## src/rtl/hilo_mult_sequencer_pkg.sv

```systemverilog
// Shared definitions for the HI/LO multiply sequencer: default widths,
// FSM state encoding and the req_op encoding driven by the EXE stage.
package hilo_mult_sequencer_pkg;

  localparam int WORD_LEN = 32;
  localparam int CNT_W    = 6;

  typedef enum logic [1:0] {
    ST_IDLE = 2'd0,
    ST_RUN  = 2'd1,
    ST_DONE = 2'd2
  } hilo_state_e;

  typedef enum logic [2:0] {
    OP_NOP   = 3'd0,
    OP_MULT  = 3'd1,
    OP_MULTU = 3'd2,
    OP_MFHI  = 3'd3,
    OP_MFLO  = 3'd4,
    OP_MTHI  = 3'd5,
    OP_MTLO  = 3'd6
  } hilo_op_e;

  // Ops that take part in the stall/accept protocol; code 7 behaves as NOP.
  function automatic logic is_hilo_op(input logic [2:0] op);
    return (op != OP_NOP) && (op != 3'd7);
  endfunction

endpackage

```

## src/rtl/hilo_mult_sequencer_core.sv

```systemverilog
// shift_add_mult_core: radix-2 shift-add datapath, one partial product per
// clock on unsigned magnitudes.
//   clk_i, rst_i   clock, synchronous active-high reset
//   start_i        load operands, clear accumulator and counter
//   run_i          perform one iteration
//   mcand_i        multiplicand magnitude
//   mplier_i       multiplier magnitude
//   acc_d_o        accumulator value after the current iteration
//   last_o         current iteration is the final one
module shift_add_mult_core #(
  parameter int WORD_LEN = 32,
  parameter int CNT_W    = 6
) (
  input  logic                  clk_i,
  input  logic                  rst_i,
  input  logic                  start_i,
  input  logic                  run_i,
  input  logic [WORD_LEN-1:0]   mcand_i,
  input  logic [WORD_LEN-1:0]   mplier_i,
  output logic [2*WORD_LEN-1:0] acc_d_o,
  output logic                  last_o
);

  localparam logic [CNT_W-1:0] LastCnt = CNT_W'(WORD_LEN - 1);

  logic [2*WORD_LEN-1:0] acc_q;
  logic [2*WORD_LEN-1:0] mcand_q;
  logic [WORD_LEN-1:0]   mplier_q;
  logic [CNT_W-1:0]      cnt_q;

  assign acc_d_o = mplier_q[0] ? (acc_q + mcand_q) : acc_q;
  assign last_o  = (cnt_q == LastCnt);

  // mcand_q is shifted once per iteration, so it always equals mcand << cnt.
  always_ff @(posedge clk_i) begin
    if (rst_i) begin
      acc_q    <= '0;
      mcand_q  <= '0;
      mplier_q <= '0;
      cnt_q    <= '0;
    end else if (start_i) begin
      acc_q    <= '0;
      mcand_q  <= {{WORD_LEN{1'b0}}, mcand_i};
      mplier_q <= mplier_i;
      cnt_q    <= '0;
    end else if (run_i) begin
      acc_q    <= acc_d_o;
      mcand_q  <= mcand_q << 1;
      mplier_q <= mplier_q >> 1;
      cnt_q    <= cnt_q + 1'b1;
    end
  end

endmodule

```

## src/rtl/hilo_mult_sequencer.sv

```systemverilog
// hilo_mult_sequencer: EXE-stage multiply controller owning the HI/LO pair.
//   clk_i, rst_i      clock, synchronous active-high reset
//   req_valid_i       HI/LO-class op presented this cycle
//   req_op_i          hilo_op_e encoding
//   val1_i, val2_i    multiplicand (also MTHI/MTLO source), multiplier
//   flush_i           squash an in-flight multiply
//   stall_o           combinational pipeline hold
//   busy_o, done_o    registered status; done_o pulses when HI/LO take a product
//   rd_data_o         combinational MFHI/MFLO read data
//   hi_o, lo_o        architectural HI/LO
//
// state | meaning
// IDLE  | unit free, all ops proceed
// RUN   | WORD_LEN shift-add iterations, every op stalls
// DONE  | product in HI/LO, one-cycle done pulse; only multiplies stall
module hilo_mult_sequencer
  import hilo_mult_sequencer_pkg::*;
#(
  parameter int WORD_LEN = hilo_mult_sequencer_pkg::WORD_LEN,
  parameter int CNT_W    = hilo_mult_sequencer_pkg::CNT_W
) (
  input  logic                clk_i,
  input  logic                rst_i,
  input  logic                req_valid_i,
  input  logic [2:0]          req_op_i,
  input  logic [WORD_LEN-1:0] val1_i,
  input  logic [WORD_LEN-1:0] val2_i,
  input  logic                flush_i,
  output logic                stall_o,
  output logic                busy_o,
  output logic                done_o,
  output logic [WORD_LEN-1:0] rd_data_o,
  output logic [WORD_LEN-1:0] hi_o,
  output logic [WORD_LEN-1:0] lo_o
);

  hilo_state_e           state_q, state_d;
  logic [WORD_LEN-1:0]   hi_q, hi_d, lo_q, lo_d;
  logic                  sign_q, sign_d;
  logic                  start, run, last, stall, is_mul;
  logic [WORD_LEN-1:0]   mag1, mag2;
  logic [2*WORD_LEN-1:0] acc_d, prod;

  assign is_mul = req_valid_i && ((req_op_i == OP_MULT) || (req_op_i == OP_MULTU));

  // Unsigned magnitudes: -2**(WORD_LEN-1) negates to itself, which is the
  // correct magnitude when read as unsigned.
  always_comb begin
    mag1 = val1_i;
    mag2 = val2_i;
    if (req_op_i == OP_MULT) begin
      if (val1_i[WORD_LEN-1]) mag1 = -val1_i;
      if (val2_i[WORD_LEN-1]) mag2 = -val2_i;
    end
  end

  assign prod = sign_q ? -acc_d : acc_d;

  shift_add_mult_core #(
    .WORD_LEN (WORD_LEN),
    .CNT_W    (CNT_W)
  ) u_core (
    .clk_i    (clk_i),
    .rst_i    (rst_i),
    .start_i  (start),
    .run_i    (run),
    .mcand_i  (mag1),
    .mplier_i (mag2),
    .acc_d_o  (acc_d),
    .last_o   (last)
  );

  always_comb begin
    state_d   = state_q;
    hi_d      = hi_q;
    lo_d      = lo_q;
    sign_d    = sign_q;
    start     = 1'b0;
    run       = 1'b0;
    stall     = 1'b0;
    rd_data_o = '0;

    unique case (state_q)
      ST_IDLE: begin
        if (is_mul && !flush_i) begin
          start   = 1'b1;
          sign_d  = (req_op_i == OP_MULT) && (val1_i[WORD_LEN-1] ^ val2_i[WORD_LEN-1]);
          state_d = ST_RUN;
        end
      end
      ST_RUN: begin
        stall = req_valid_i && is_hilo_op(req_op_i);
        run   = 1'b1;
        if (flush_i) begin
          state_d = ST_IDLE;
        end else if (last) begin
          {hi_d, lo_d} = prod;
          state_d      = ST_DONE;
        end
      end
      ST_DONE: begin
        stall   = is_mul;
        state_d = ST_IDLE;
      end
      default: state_d = ST_IDLE;
    endcase

    // MF*/MT* only proceed outside RUN, where they are never stalled.
    if (req_valid_i && !stall && (state_q != ST_RUN)) begin
      unique case (req_op_i)
        OP_MFHI: rd_data_o = hi_q;
        OP_MFLO: rd_data_o = lo_q;
        OP_MTHI: hi_d      = val1_i;
        OP_MTLO: lo_d      = val1_i;
        default: ;
      endcase
    end
  end

  always_ff @(posedge clk_i) begin
    if (rst_i) begin
      state_q <= ST_IDLE;
      hi_q    <= '0;
      lo_q    <= '0;
      sign_q  <= 1'b0;
    end else begin
      state_q <= state_d;
      hi_q    <= hi_d;
      lo_q    <= lo_d;
      sign_q  <= sign_d;
    end
  end

  assign stall_o = stall;
  assign busy_o  = (state_q != ST_IDLE);
  assign done_o  = (state_q == ST_DONE);
  assign hi_o    = hi_q;
  assign lo_o    = lo_q;

endmodule

```

## config.mk

```make
export PLATFORM = sky130hd
export DESIGN_NAME = hilo_mult_sequencer
export DESIGN_NICKNAME = d
export VERILOG_FILES = /design/src/rtl/hilo_mult_sequencer_pkg.sv /design/src/rtl/hilo_mult_sequencer_core.sv /design/src/rtl/hilo_mult_sequencer.sv
export SDC_FILE = /design/constraint.sdc
export NUM_CORES = 1
export LEC_CHECK = 0
export ABC_AREA = 0
export ABC_CLOCK_PERIOD_IN_PS = 13400
export CAP_MARGIN = 20
export CELL_PAD_IN_SITES_DETAIL_PLACEMENT = 1
export CELL_PAD_IN_SITES_GLOBAL_PLACEMENT = 1
export CORE_MARGIN = 5
export CORE_UTILIZATION = 47
export DETAILED_ROUTE_END_ITERATION = 16
export MAX_ROUTING_LAYER = met4
export PLACE_DENSITY = 0.95
export SLEW_MARGIN = 15
export SYNTH_ARGS = -nofsm -noshare
export SYNTH_HDL_FRONTEND = slang
export SYNTH_SLANG_ARGS = --single-unit
```

## constraint.sdc

```tcl
create_clock -name clk_i -period 13.4 [get_ports clk_i]
set_input_delay 2.68 -clock clk_i [delete_from_list [all_inputs] [get_ports clk_i]]
set_output_delay 2.68 -clock clk_i [all_outputs]
set_load 0.01 [all_outputs]
```

# Word level (Yosys, flattened, before mapping)

Cells that the tools add are included.

Register bits after elaboration: 233
Bits of input ports: 71
Output and inout bits: 99
Logic and storage cells: 75

Add/subtract/negate cells: 5
Eq/ne operators: 13
Multiplexer cells: 30
Bitwise operators: 1
Reductions and logical operators: 17

Operators with widths:

| operator            | number |
|---|---|
| $mux 32             | 19 |
| $mux 64             | 2 |
| $add 64x64->64      | 1 |
| $neg 32->32         | 2 |
| $neg 64->64         | 1 |
| $pmux 32 s2         | 1 |
| $eq 3x3->1 const B  | 3 |
| $logic_and 1x1->1   | 7 |
| $add 6x1->6 const B | 1 |
| $eq 3x2->1 const B  | 2 |
| $eq 6x5->1 const B  | 1 |
| $mux 2              | 3 |
| $ne 3x3->1 const B  | 2 |
| $pmux 2 s2          | 1 |
| $reduce_and 2->1    | 2 |
| $reduce_bool 2->1   | 2 |
| $eq 3x1->1 const B  | 1 |
| $mux 1              | 3 |
| $reduce_bool 3->1   | 1 |
| $eq 2x1->1 const B  | 1 |
| $eq 2x2->1 const B  | 1 |
| $logic_not 1->1     | 2 |
| $logic_not 2->1     | 1 |
| $ne 2x1->1 const B  | 1 |
| 5 further kinds     | 5 |

# Depth between registers and ports, before layout

Depth in word-level cells: 9
Mapped depth: 18
Gate-level depth less buffers: 14

# Cells and area by module

From an unflattened synthesis, not the netlist that was laid out.

Cells, all modules: 2,300
Area, all modules: 17,539.3 um^2

By module, submodules not included:

| module              | instances | cells an instance | area an instance (um^2) | sequential area each (um^2) |
|---|---|---|---|---|
| shift_add_mult_core | 1         | 1,390             | 11,168.2                | 3,323.2 |
| hilo_mult_sequencer | 1         | 910               | 6,371.1                 | 1,341.3 |

# Least setup slack after synthesis

Ideal clock, no wire load.

Path kind: input-to-output
From: input req_op_i[1]
To: output rd_data_o[10]
Data arrival time: 3.975 ns
Required time: 10.720 ns
Slack: 6.745 ns
Stages: 6
Buffers on the path: 2
Cell sequence: clkbuf_1 > o311ai_0 > a211o_1 > nand3b_1 > clkbuf_1 > nor2_1

Word-level cells in the longest chain between the ends: 8
Elaborated cells on any way between the ends: 16
Classes of those cells: eq/ne: 5; mux: 3; reduce/logical: 8

RTL lines:

| element                                               | RTL line                                                 | source |
|---|---|---|
| start, declared                                       | hilo_mult_sequencer.sv:25                                | `input logic [2:0] req_op_i,` |
| $eq 3x1->1 (tied with other cells)                    | hilo_mult_sequencer.sv:44                                | `assign is_mul = req_valid_i && ((req_op_i == OP_MULT) \|\| (req_op_i == OP_MULTU));` |
| $logic_or 1x1->1 or $logic_and 1x1->1 (tied branches) | hilo_mult_sequencer.sv:44, hilo_mult_sequencer_pkg.sv:26 |  |
| $logic_and 1x1->1, on equally long branches           | hilo_mult_sequencer.sv:44, hilo_mult_sequencer.sv:92     |  |
| $pmux 1 s2                                            | hilo_mult_sequencer.sv:83                                | `unique case (state_q)` |
| $logic_not 1->1                                       | hilo_mult_sequencer.sv:109                               | `if (req_valid_i && !stall && (state_q != ST_RUN)) begin` |
| $logic_and 1x1->1 (2 in series)                       | hilo_mult_sequencer.sv:109                               |  |
| $mux 32 *                                             | hilo_mult_sequencer.sv:109                               |  |
| end, declared                                         | hilo_mult_sequencer.sv:32                                | `output logic [WORD_LEN-1:0] rd_data_o,` |

Every way passes the cells marked *; elsewhere a longest branch is shown, timed or not.

# Worst setup path after layout

From: input req_op_i[2]
To: output rd_data_o[20]

The elaborated chain is that of the path after synthesis.

==> impl_results.md <==
* Fin crit period at 8.235 ns
* Mean Syn Cell Area at 7.473 µm²
* Post-synth ARST share at 0%
* Reg clk slew, reported paths at 0.05 ns
* Placed cell count at 2,978
* Setup Fix Bufs, Post-CTS at 0
* CP startpoint kind: input port
* Unrepaired setup endpoints after global routing: no
* Clk_lat worst skew at 0.61 ns
* Proportion of layout cells with a drive suffix above 1 at 5.010%
* CTS sink count at 233
* CP Data Required Time at 10.72 ns
* Mapped Cells at 2,441
* Worst Path Arrival at 5.55 ns
* Fin cells at 3,043
* Leakage power at 7.294 nW
* Net Sw Frac at 32.71%
* Ys flop type: dfxtp_1
* Crit Path Max Fanout at 32
* Min-Delay Path Class: register to register
* Iter 0 DRT Violations at 2,464
* Final Setup Violations at 0
* Fmax achieved at 0.1214 GHz
* YS warnings at 0
* Final HPWL DP at 59,720 µm
* Setup CP Type: input port to output pin
* Flop pwr share at 37.7%
* Pin count of the biggest net entering global routing at 108
* Max H-tree Level at 1
* Number of synthesized register bits at 233
* Post-CTS sizing at 0
* Clk root buf: clkbuf_16
* NetSw at 0.6456 mW
* Seq/Total Area, Yosys at 25.57%
* Number of I/O pins at 170
* Total power at 1.974 mW
* Initial antenna violation count at 10
* Most frequent cells in the layout: nor2_1, dfxtp_1, nand2_1, a21oi_1, clkdlybuf4s50_1
* Setup Skew at 0.02971 ns
* Setup TNS at 0 ns
* Synth Net Count at 2,583
* Fin worst setup slack at 5.165 ns
* Pre-CTS WS at 5.098 ns
* Layout area overhead at 16.28%
* Routed Antenna Nets at 0
* Die extent in y at 207.0 µm
* CTS tree: yes
* Drt wl/cell at 29.11 µm
* Status: complete, no violations
* Global-route wire length before repair at 134,000 µm
* Clock tree buffer depth at 3
* Worst-Margin Slew at 1.220 ns
* Slew headroom at 17.98%
* Max-cap violations at 0
* Commonest non-fill, non-tap cell in the layout: nor2_1
* Tot GR Track Use at 39.66%
* Vias in the first global route at 22.61k
* Die ar. at 0.04285 mm²
* Die width at 207.0 µm
* Final Max Slew Viols at 0
* VDD IR-drop max at 0.1067 mV
* Combinational Power Share at 18.3%
* Port Buffers at 169
* Syn Std Cell Area at 0.01824 mm²
* Via count at 21.81k
* Starting Density at 47.31%
* Final Hold Fails at 0
* WL final at 88,590 µm
* Core Rows at 72
* Total CTS buffers at 29
* Vias/cell at 7.167
* Hold_buf cts at 0
* Clock power frac at 44.0%
* Crit. End Element: output pin
* DRC viols at 0
* Post-synth EDFFs at 0
* Hold WS at 0.5072 ns
* Fin crit share at 61.45%
* Final nets at 2,634
* Core area at 0.03856 mm²
* First-pass detailed-route iteration total at 6
* GP Congestion at 1.051
* # fillers at 4,709
* Internal power at 1.328 mW
* Global route overflow at 0
* Pwr dens at 93.05 mW/mm²
* Post-synth cell types at 83
[per-stage QoR]
stage               instance area (µm²)  utilization, %
finish                            21210           55.01
detailed placement                20150           52.25
global placement                  20140           52.24
CTS                               21150           54.86
floorplan                         18240               -
global route                      21210           55.01
[cells in the mapped netlist (41+ instances only)]
master | count | area [µm²]
a211oi_1 | 143 | 1074
a21oi_1 | 173 | 865.8
a22oi_1 | 43 | 322.8
clkbuf_1 | 154 | 578.1
dfxtp_1 | 233 | 4664
ha_1 | 70 | 875.8
mux2i_1 | 128 | 1281
nand2_1 | 216 | 810.8
nand3_1 | 41 | 205.2
nand4_1 | 41 | 256.5
nor2_1 | 377 | 1415
nor3_1 | 64 | 320.3
o21ai_0 | 116 | 580.6
xnor2_1 | 77 | 674.4
xor2_1 | 64 | 560.5
[layer usage]
| metal | GRT usage, % | up-vias | share of wire, % |
|---|---|---|---|
| li1 | - | 9164 | - |
| met1 | 44.53 | 10530 | 36 |
| met2 | 62.60 | 1494 | 45 |
| met3 | 8.880 | 619 | 9.9 |
| met4 | 27.93 | 0 | 9.7 |
| met5 | - | - | 0 |
[sequential cells by signal, indices dropped and copies added (netlist names)]
signal,flops
hi_o,32
lo_o,32
u_core.acc_q,64
u_core.mplier_q,32
sign_q,1
u_core.mcand_q,64
u_core.cnt_q,6
state_q,2
[cell families (layout without fill, tap and decap cells)]
family,after synthesis,count (layout),share of synthesized area (%)
AOI/OAI and AO/OA,752,752,28.09
xor gates and xnor gates,141,141,6.770
adders and majority gates,71,71,4.911
buffers and inverters,212,286,4.438
DFF,233,233,25.57
muxes,137,137,7.579
other,0,10,0
and+or+nand+nor,895,895,22.64
[critical path: stages]
cell	delay [ns]
clkdlybuf4s50_1	0.65
o311ai_0	0.58
a211o_1	0.20
nand3b_1	0.25
buf_4	0.37
nor2_1	0.21
clkdlybuf4s50_1	0.59
[power by group through the flow]
| stage | sequential [mW] | clock (mW) | combinational, mW |
|---|---|---|---|
| after floorplan | 0.746 | 0 | 0.206 |
| after global placement | 0.754 | 0 | 0.311 |
| final | 0.744 | 0.868 | 0.362 |
| after detailed placement | 0.756 | 0 | 0.329 |
| after global routing | 0.744 | 0.892 | 0.375 |
| after CTS | 0.742 | 0.859 | 0.344 |
[final cells by class]
| cell class | count | area (µm²) | area share, % |
|---|---|---|---|
| Clock inverter | 15 | 183.9 | 0.8671 |
| Sequential cell | 233 | 4668 | 22.01 |
| Multi-Input combinational cell | 1996 | 12830 | 60.48 |
| Inverter | 39 | 146.4 | 0.6901 |
| Clock buffer | 39 | 823.3 | 3.881 |
| Antenna cell | 10 | 25.02 | 0.1180 |
| Timing Repair Buffer | 193 | 1887 | 8.895 |
| Tap cell | 518 | 648.1 | 3.056 |
[final timing paths]
| path | from | to | slack (ns) | cells past startpoint |
|---|---|---|---|---|
| max | req_op_i[2] | rd_data_o[20] | 5.17 | 7 |
| min | u_core.acc_q[55] | u_core.acc_q[55] | 0.51 | 2 |
| max reg2reg | u_core.acc_q[13] | hi_o[15] | 6.93 | 13 |
| min reg2reg | u_core.acc_q[55] | u_core.acc_q[55] | 0.51 | 2 |
(Power assumes the default switching activity.)
